File: config.mk
export PLATFORM = sky130hd
export DESIGN_NAME = hsi_s_rx_frame_sched
export DESIGN_NICKNAME = d
export VERILOG_FILES = /design/src/rtl/hsi_s_rx_frame_sched_pkg.sv /design/src/rtl/hsi_s_rx_frame_sched_buf.sv /design/src/rtl/hsi_s_rx_frame_sched.sv
export SDC_FILE = /design/constraint.sdc
export NUM_CORES = 2
export LEC_CHECK = 0
export ABC_AREA = 0
export BUFFER_PORTS_ARGS = -buffer_cell sky130_fd_sc_hd__buf_2
export CORE_MARGIN = 8
export CORE_UTILIZATION = 30
export CTS_CLUSTER_SIZE = 40
export DETAILED_ROUTE_END_ITERATION = 6
export SYNTH_ARGS = -nofsm -noshare
export SYNTH_HDL_FRONTEND = slang
export SYNTH_SLANG_ARGS = --single-unit
File: constraint.sdc
create_clock -name clk -period 4 [get_ports clk]
set_clock_uncertainty 0.15 [all_clocks]
set_input_delay 0.2 -clock clk [delete_from_list [all_inputs] [get_ports clk]]
set_output_delay 0.2 -clock clk [all_outputs]
set_load 0.02 [all_outputs]
File: src/rtl/hsi_s_rx_frame_sched_pkg.sv
// Shared definitions for the HSI slave RX frame scheduler: frame overhead,
// drop reason codes, controller state encoding and small saturating helpers.
package hsi_s_rx_frame_sched_pkg;

  // flag + len + two CRC bytes
  localparam int FRM_OVH = 4;

  localparam logic [2:0] DROP_RX_ERR  = 3'd1;
  localparam logic [2:0] DROP_LEN     = 3'd2;
  localparam logic [2:0] DROP_OVF     = 3'd3;
  localparam logic [2:0] DROP_TIMEOUT = 3'd4;
  localparam logic [2:0] DROP_BUSY    = 3'd5;

  typedef enum logic [2:0] {
    ST_IDLE    = 3'd0,
    ST_LEN     = 3'd1,
    ST_PAYLOAD = 3'd2,
    ST_TAIL    = 3'd3,
    ST_CHECK   = 3'd4,
    ST_HOLD    = 3'd5,
    ST_DROP    = 3'd6
  } state_t;

  function automatic logic [15:0] sat_inc16(input logic [15:0] v);
    return (v == 16'hFFFF) ? v : v + 16'd1;
  endfunction

  function automatic logic [7:0] sat_inc8(input logic [7:0] v);
    return (v == 8'hFF) ? v : v + 8'd1;
  endfunction

endpackage

File: src/rtl/hsi_s_rx_frame_sched_buf.sv
// Payload buffer: DEPTH x 8 simple dual-port RAM, synchronous write and
// registered read (output register cleared by reset).
module hsi_rx_frame_buf #(
  parameter int DEPTH = 256,
  parameter int AW    = $clog2(DEPTH)
) (
  input  logic          clk,
  input  logic          rst,
  input  logic          wr_en,
  input  logic [AW-1:0] wr_addr,
  input  logic [7:0]    wr_data,
  input  logic          rd_en,
  input  logic [AW-1:0] rd_addr,
  output logic [7:0]    rd_data
);

  logic [7:0] mem [DEPTH];
  logic [7:0] rd_data_reg;

  always_ff @(posedge clk) begin
    if (wr_en) begin
      mem[wr_addr] <= wr_data;
    end
  end

  always_ff @(posedge clk) begin
    if (rst) begin
      rd_data_reg <= 8'd0;
    end else if (rd_en) begin
      rd_data_reg <= mem[rd_addr];
    end
  end

  assign rd_data = rd_data_reg;

endmodule

File: src/rtl/hsi_s_rx_frame_sched.sv
// Frame-level controller behind the HSI slave RX datapath: parses flag/len,
// buffers payload, commits or drops each frame and serves committed frames.
module hsi_s_rx_frame_sched
  import hsi_s_rx_frame_sched_pkg::*;
#(
  parameter int BUF_DEPTH     = 256,
  parameter int TIMEOUT_TICKS = 4096
) (
  input  logic       clk,
  input  logic       rst,
  input  logic       clk_en,
  input  logic [7:0] d,
  input  logic       d_rdy,
  input  logic       frame_end,
  input  logic [7:0] rx_flag,
  input  logic [5:0] rx_errs,
  output logic       frm_valid,
  output logic [7:0] frm_flag,
  output logic [7:0] frm_len,
  input  logic       rd_en,
  output logic [7:0] rd_data,
  input  logic       frm_ack,
  output logic       err_vld,
  output logic [2:0] err_code,
  output logic [7:0] drop_cnt,
  output logic       busy
);

  localparam int AW = $clog2(BUF_DEPTH);
  localparam int TW = $clog2(TIMEOUT_TICKS + 1);

  state_t        state_reg;
  logic [7:0]    len_reg;
  logic [7:0]    flag_reg;
  logic [5:0]    errs_reg;
  logic [15:0]   byte_cnt_reg;
  logic          ovf_reg;
  logic [TW-1:0] to_cnt_reg;
  logic [7:0]    wr_ptr_reg;
  logic [7:0]    rd_ptr_reg;
  logic          rd_zero_reg;
  logic          busy_frm_reg;
  logic          frm_valid_reg;
  logic [7:0]    frm_flag_reg;
  logic [7:0]    frm_len_reg;
  logic          err_vld_reg;
  logic [2:0]    err_code_reg;
  logic [7:0]    drop_cnt_reg;
  logic          busy_reg;

  logic          in_frame;
  logic [15:0]   cnt_next;
  logic [15:0]   len_ext;
  logic          to_hit;
  logic          busy_zone;
  logic          ram_wr_en;
  logic          ram_rd_en;
  logic [7:0]    ram_q;

  assign in_frame  = (state_reg == ST_LEN) || (state_reg == ST_PAYLOAD) ||
                     (state_reg == ST_TAIL);
  assign cnt_next  = d_rdy ? sat_inc16(byte_cnt_reg) : byte_cnt_reg;
  assign len_ext   = {8'd0, len_reg};
  assign to_hit    = clk_en && !d_rdy && (to_cnt_reg == TW'(TIMEOUT_TICKS - 1));
  // A frame arriving while the buffer is held is tracked until its frame_end,
  // even if the held frame is released in the meantime.
  assign busy_zone = (state_reg == ST_HOLD) || ((state_reg == ST_IDLE) && busy_frm_reg);
  assign ram_wr_en = d_rdy && (state_reg == ST_PAYLOAD) && !ovf_reg;
  assign ram_rd_en = (state_reg == ST_HOLD) && rd_en && !frm_ack &&
                     (rd_ptr_reg != frm_len_reg);

  hsi_rx_frame_buf #(
    .DEPTH (BUF_DEPTH),
    .AW    (AW)
  ) u_buf (
    .clk     (clk),
    .rst     (rst),
    .wr_en   (ram_wr_en),
    .wr_addr (AW'(wr_ptr_reg)),
    .wr_data (d),
    .rd_en   (ram_rd_en),
    .rd_addr (AW'(rd_ptr_reg)),
    .rd_data (ram_q)
  );

  always_ff @(posedge clk) begin
    if (rst) begin
      state_reg     <= ST_IDLE;
      len_reg       <= 8'd0;
      flag_reg      <= 8'd0;
      errs_reg      <= 6'd0;
      byte_cnt_reg  <= 16'd0;
      ovf_reg       <= 1'b0;
      to_cnt_reg    <= '0;
      wr_ptr_reg    <= 8'd0;
      rd_ptr_reg    <= 8'd0;
      rd_zero_reg   <= 1'b0;
      busy_frm_reg  <= 1'b0;
      frm_valid_reg <= 1'b0;
      frm_flag_reg  <= 8'd0;
      frm_len_reg   <= 8'd0;
      err_vld_reg   <= 1'b0;
      err_code_reg  <= 3'd0;
      drop_cnt_reg  <= 8'd0;
      busy_reg      <= 1'b0;
    end else begin
      err_vld_reg <= 1'b0;

      if (in_frame) begin
        byte_cnt_reg <= cnt_next;
        if (d_rdy) begin
          to_cnt_reg <= '0;
        end else if (clk_en) begin
          to_cnt_reg <= to_cnt_reg + 1'b1;
        end
      end

      case (state_reg)
        ST_IDLE: begin
          if (!busy_frm_reg && d_rdy) begin
            state_reg    <= ST_LEN;
            byte_cnt_reg <= 16'd1;
            to_cnt_reg   <= '0;
            ovf_reg      <= 1'b0;
            wr_ptr_reg   <= 8'd0;
            busy_reg     <= 1'b1;
          end
        end

        ST_LEN, ST_PAYLOAD, ST_TAIL: begin
          if (d_rdy && state_reg == ST_LEN) begin
            len_reg   <= d;
            ovf_reg   <= ({24'd0, d} > 32'(BUF_DEPTH));
            state_reg <= (d == 8'd0) ? ST_TAIL : ST_PAYLOAD;
          end
          if (d_rdy && state_reg == ST_PAYLOAD) begin
            if (!ovf_reg) begin
              wr_ptr_reg <= wr_ptr_reg + 8'd1;
            end
            if (cnt_next == len_ext + 16'd2) begin
              state_reg <= ST_TAIL;
            end
          end
          // frame_end overrides any byte-driven transition above
          if (frame_end) begin
            state_reg <= ST_CHECK;
            errs_reg  <= rx_errs;
            flag_reg  <= rx_flag;
          end else if (to_hit) begin
            state_reg    <= ST_DROP;
            err_vld_reg  <= 1'b1;
            err_code_reg <= DROP_TIMEOUT;
            drop_cnt_reg <= sat_inc8(drop_cnt_reg);
          end
        end

        ST_CHECK: begin
          if (errs_reg != 6'd0 || byte_cnt_reg != len_ext + 16'(FRM_OVH) || ovf_reg) begin
            state_reg    <= ST_DROP;
            err_vld_reg  <= 1'b1;
            drop_cnt_reg <= sat_inc8(drop_cnt_reg);
            if (errs_reg != 6'd0) begin
              err_code_reg <= DROP_RX_ERR;
            end else if (byte_cnt_reg != len_ext + 16'(FRM_OVH)) begin
              err_code_reg <= DROP_LEN;
            end else begin
              err_code_reg <= DROP_OVF;
            end
          end else begin
            state_reg     <= ST_HOLD;
            frm_valid_reg <= 1'b1;
            frm_flag_reg  <= flag_reg;
            frm_len_reg   <= len_reg;
            rd_ptr_reg    <= 8'd0;
          end
        end

        ST_HOLD: begin
          if (frm_ack) begin
            state_reg     <= ST_IDLE;
            frm_valid_reg <= 1'b0;
            rd_ptr_reg    <= 8'd0;
            wr_ptr_reg    <= 8'd0;
            busy_reg      <= 1'b0;
          end else if (rd_en) begin
            rd_zero_reg <= (rd_ptr_reg == frm_len_reg);
            if (rd_ptr_reg != frm_len_reg) begin
              rd_ptr_reg <= rd_ptr_reg + 8'd1;
            end
          end
        end

        ST_DROP: begin
          state_reg <= ST_IDLE;
          busy_reg  <= 1'b0;
        end

        default: begin
          state_reg <= ST_IDLE;
          busy_reg  <= 1'b0;
        end
      endcase

      if (busy_zone) begin
        if (frame_end && (busy_frm_reg || d_rdy)) begin
          busy_frm_reg <= 1'b0;
          err_vld_reg  <= 1'b1;
          err_code_reg <= DROP_BUSY;
          drop_cnt_reg <= sat_inc8(drop_cnt_reg);
        end else if (d_rdy) begin
          busy_frm_reg <= 1'b1;
        end
      end
    end
  end

  assign frm_valid = frm_valid_reg;
  assign frm_flag  = frm_flag_reg;
  assign frm_len   = frm_len_reg;
  assign rd_data   = rd_zero_reg ? 8'd0 : ram_q;
  assign err_vld   = err_vld_reg;
  assign err_code  = err_code_reg;
  assign drop_cnt  = drop_cnt_reg;
  assign busy      = busy_reg;

endmodule
==> flow_summary.yaml <==
timing:
  finalCritPeriodShare_pct: 98.4
  max_freq_mhz: 254
  setup-violations-final: 0
  max_slew_margin_pct: 20.5
  final_period_minus_worst_setup_slack_ns: 3.94
  worst-slew-pin-transition_ns: 1.19
  timing.final.max_slew_violations: 0
  setup_repair_after_global_routing_missed_its_margin: "false"
  hold_viol: 0
setup_path:
  r2r_cells: 9
  start_kind: "flop"
  setup.reg_to_reg.worst_slack_ns: 0.06
  critical_path.most_common_cell: "sky130_fd_sc_hd__buf_4"
  end_kind: "flop"
  critical_path_buf_inv_count: 2
  cp.required_ns: 4.61
  path_cells: "buf_4 -> nand3_1 -> nor2_1 -> buf_4 -> a22o_1 -> nor3_1 -> a221oi_1 -> a21oi_1 -> o21ai_0"
  critical-path-max-stage-delay_ns: 0.82
  path_delay_family: "simple AND/OR/NAND/NOR gates"
  worst_path_maximum_fanout: 19
  r2r-start: "rd_ptr_reg[5]"
  cpMaxStageDelayCell: "sky130_fd_sc_hd__dfxtp_2"
  worst-endpoint-arrival_ns: 4.54
  r2r-end: "u_buf.rd_data[1]"
  timing_worst_setup_path_type: "flop to flop"
global_route:
  grt_antenna_before_repair: 12
  grtUsageTotal_pct: 15.4
  grt_pass1_wl_um: 340000
  globalRoute.totalOverflow: 0
  via_count_of_the_first_global_routing_pass: 45600
  maximum_number_of_pins_on_one_net_before_global_route_repair: 202
clocking:
  cts_buf_count: 210
  clk_latency_ns: 0.87
  buffers_from_clock_root_to_sink_at_most: 3
  number_of_post_cts_setup_repair_buffers: 0
  ctsRootBufferMaster: "sky130_fd_sc_hd__clkbuf_16"
  cts_tree: "done"
  clock_transition_at_the_registers_of_the_reported_paths_ns: 0.06
  cts_htree_levels: 4
  clock_sinks: 2158
synthesis:
  synthFlopType: "sky130_fd_sc_hd__edfxtp_1"
  adder_cell_share_of_the_synthesized_area_pct: 0.147
  netlist_area_sq_mm: 0.0849
  dominant_combinational_cell_family_by_area_after_synthesis: "multiplexers"
  synth.largest_area_cell: "sky130_fd_sc_hd__edfxtp_1"
  synth_cells: 4347
  synth-seq-area-share_pct: 75.0
  synth_top_area_share_pct: 72.4
  synth.distinct_cells: 77
  synth_mux_area_share_pct: 15.5
  asyncSetResetFlopFracSynth_pct: 0
  synth_compound_gate_area_share_pct: 3.16
  synthesis.yosys.warnings: 0
  synth-edff-count: 2048
  synth-seq-cells: 2158
  synth_simple_gate_area_share_pct: 4.06
  avg_synthesized_cell_area_sq_um: 19.5
  yosys.area_share.xor_xnor_pct: 0.604
  ys_top_cells_by_area: "sky130_fd_sc_hd__edfxtp_1 72%, sky130_fd_sc_hd__mux4_2 13%, sky130_fd_sc_hd__dfxtp_1 2.6%, sky130_fd_sc_hd__mux2i_1 1.9%, sky130_fd_sc_hd__nor2_1 1.5%"
  synth_fp_nets: 4386
layout:
  sequential_cell_area_sq_mm: 0.0637
  largest_register_ffs: 2048
  fillers: 26100
  multi_input_combinational_cell_area_sq_mm: 0.0200
  design_area_sq_mm: 0.100
  finalNonFillerCells: 8825
  synthToLayoutAreaGrowth_pct: 18.2
  finish.net_count: 4940
  layout_cells_sized_above_1_pct: 27.6
placement:
  port_buffers: 66
  placement.cell_area_sq_mm: 0.0928
  hpwlAfterDp_um: 153000
  finalWeightedCongestion: 0.859
  number_of_placed_instances_taps_included: 8356
detailed_routing:
  post_drt_wl_per_cell_um: 27.1
  wl_um: 239000
  route.vias.total: 46300
  detail_route.drc_violations: 0
  first_iter_violations: 5716
  first_pass_iters: 6
  via_to_cell_ratio: 5.24
  ant_nets: 0
min_path:
  worstHoldPathType: "input pin to flop"
  worstHoldStart: "clk_en"
  hold_end: "to_cnt_reg[1]"
  hold-path-cell-count: 4
floorplanning:
  floorplan.die_area_sq_mm: 0.300
  floorplan.initialDensity_pct: 30.1
  placeableCoreArea_sq_mm: 0.282
  core.rowCount: 195
  chipWidth_um: 548
  io_pins: 67
  die_boundary_height_um: 548
pwr:
  pwr_density_cell_mw_per_mm2: 455
  leakage_nw: 30.8
  ir_drop_mv: 0.361
job:
  drv.max_cap_violation_count: 0
run_status:
  status: "finished clean"
==> through the flow <==
step	utilization [%]	power [mW]	hold WS (ns)	TNS, ns	setup WS [ns]
5_1_grt	35.6	46.9	0.0484	0	0.0295
4_1_cts	35.6	46.0	0.0288	0	0.0242
3_3_place_gp	32.9	26.4	0.289	-0.335	-0.335
6_report	35.6	45.7	0.0776	0	0.0638
3_5_place_dp	32.9	26.5	0.297	-0.148	-0.148
2_1_floorplan	-	25.8	0.149	0	0.996
==> power by group <==
group          switching (mW)  internal, mW  total [mW]
logic                   0.878         0.355        1.23
registers              0.0867          24.8        24.9
clock network            8.57          11.0        19.6
==> worst min-delay path, cell delays in order <==
cell and delay (ns):
sky130_fd_sc_hd__dlygate4sd3_1 0.55, sky130_fd_sc_hd__buf_2 0.15, sky130_fd_sc_hd__nand3_1 0.06, sky130_fd_sc_hd__a21oi_1 0.05
==> cells in the final DEF, fill, tap and decap left out, types with 11 or more instances in the layout <==
cell type,n
sky130_fd_sc_hd__o21ai_0,34
sky130_fd_sc_hd__a221oi_1,32
sky130_fd_sc_hd__a22o_1,26
sky130_fd_sc_hd__edfxtp_1,2048
sky130_fd_sc_hd__buf_2,58
sky130_fd_sc_hd__and3_1,14
sky130_fd_sc_hd__nor3_1,25
sky130_fd_sc_hd__nand4_1,24
sky130_fd_sc_hd__nor2_1,346
sky130_fd_sc_hd__clkbuf_16,210
sky130_fd_sc_hd__xnor2_1,26
sky130_fd_sc_hd__mux2_2,17
sky130_fd_sc_hd__a21oi_1,93
sky130_fd_sc_hd__buf_12,34
sky130_fd_sc_hd__clkinv_1,37
sky130_fd_sc_hd__o22ai_1,19
sky130_fd_sc_hd__a211oi_1,23
sky130_fd_sc_hd__dlygate4sd3_1,76
sky130_fd_sc_hd__clkbuf_1,50
sky130_fd_sc_hd__mux4_2,503
sky130_fd_sc_hd__nand3_1,77
sky130_fd_sc_hd__mux2i_1,164
sky130_fd_sc_hd__a22oi_1,59
sky130_fd_sc_hd__bufinv_16,20
sky130_fd_sc_hd__buf_4,437
sky130_fd_sc_hd__dfxtp_1,103
sky130_fd_sc_hd__clkinv_2,37
sky130_fd_sc_hd__o221ai_1,11
sky130_fd_sc_hd__nor4_1,12
sky130_fd_sc_hd__nor2b_1,32
sky130_fd_sc_hd__nand2_1,165
sky130_fd_sc_hd__inv_1,17
sky130_fd_sc_hd__xor2_1,30
==> metal layers <==
metal / track usage (%) / vias to the layer above / wire (um)
li1: - / 18900 / -
met1: 21.1 / 24600 / 97000
met2: 24.8 / 2296 / 113000
met3: 3.02 / 404 / 21200
met4: 4.80 / 4 / 8030
met5: 0 / - / 27
==> cell usage after synthesis (6+ instances only) <==
master / instances
sky130_fd_sc_hd__edfxtp_1: 2048
sky130_fd_sc_hd__a21oi_1: 93
sky130_fd_sc_hd__clkbuf_1: 137
sky130_fd_sc_hd__nor4_1: 14
sky130_fd_sc_hd__nand2_1: 165
sky130_fd_sc_hd__buf_1: 37
sky130_fd_sc_hd__xor2_1: 30
sky130_fd_sc_hd__nor3_1: 25
sky130_fd_sc_hd__nor2_1: 348
sky130_fd_sc_hd__o221ai_1: 11
sky130_fd_sc_hd__a31oi_1: 6
sky130_fd_sc_hd__nand2b_1: 10
sky130_fd_sc_hd__a2111oi_0: 9
sky130_fd_sc_hd__or2_2: 9
sky130_fd_sc_hd__a22o_1: 26
sky130_fd_sc_hd__o21ai_0: 34
sky130_fd_sc_hd__dfxtp_1: 110
sky130_fd_sc_hd__and3_1: 14
sky130_fd_sc_hd__buf_2: 62
sky130_fd_sc_hd__or3_1: 9
sky130_fd_sc_hd__and2_1: 7
sky130_fd_sc_hd__buf_4: 33
sky130_fd_sc_hd__o211ai_1: 6
sky130_fd_sc_hd__xnor2_1: 26
sky130_fd_sc_hd__o22ai_1: 19
sky130_fd_sc_hd__a211oi_1: 23
sky130_fd_sc_hd__mux2_2: 17
sky130_fd_sc_hd__a221oi_1: 32
sky130_fd_sc_hd__a22oi_1: 59
sky130_fd_sc_hd__nor2b_1: 39
sky130_fd_sc_hd__nand4_1: 24
sky130_fd_sc_hd__nand3_1: 77
sky130_fd_sc_hd__o31ai_1: 9
sky130_fd_sc_hd__mux4_2: 503
sky130_fd_sc_hd__mux2i_1: 164
sky130_fd_sc_hd__inv_1: 17
sky130_fd_sc_hd__ha_1: 10
==> worst max path at each step <==
stage                       start               end  cells past startpoint
floorplan           rd_ptr_reg[0]  u_buf.rd_data[4]                     10
global placement    rd_ptr_reg[0]  u_buf.rd_data[2]                      7
detailed placement  rd_ptr_reg[0]  u_buf.rd_data[2]                      7
CTS                 rd_ptr_reg[0]  u_buf.rd_data[2]                      8
global route        rd_ptr_reg[0]  u_buf.rd_data[4]                      7
finish              rd_ptr_reg[5]  u_buf.rd_data[1]                      9
==> logic make-up (layout without fill, tap and decap cells) <==
logic type	after synthesis	count (layout)
multiplexers	684	684
AO/OA/AOI/OAI	381	381
flip-flops	2158	2158
adder cells (fa/ha/maj)	10	10
XOR/XNOR	57	57
buffers and inverters	289	1021
AND/OR/NAND/NOR	768	768
other	0	3
==> area by class of cell <==
cell class | instances | area share, %
Tap cell | 3743 | 4.67
Sequential cell | 2158 | 63.5
Clock inverter | 130 | 1.33
Timing Repair Buffer | 613 | 5.10
Inverter | 18 | 0.0673
Clock buffer | 260 | 5.42
Antenna cell | 3 | 0.00748
Multi-Input combinational cell | 1900 | 19.9
==> repair_timing <==
| action | CTS | global route |
|---|---|---|
| pin swaps | 0 | 0 |
| hold endpoints to repair | 646 | 0 |
| hold buffers | 76 | 0 |
| setup endpoints to repair | 1 | 1 |
| resized for setup | 1 | 2 |
Power figures use the tool's default switching activity.
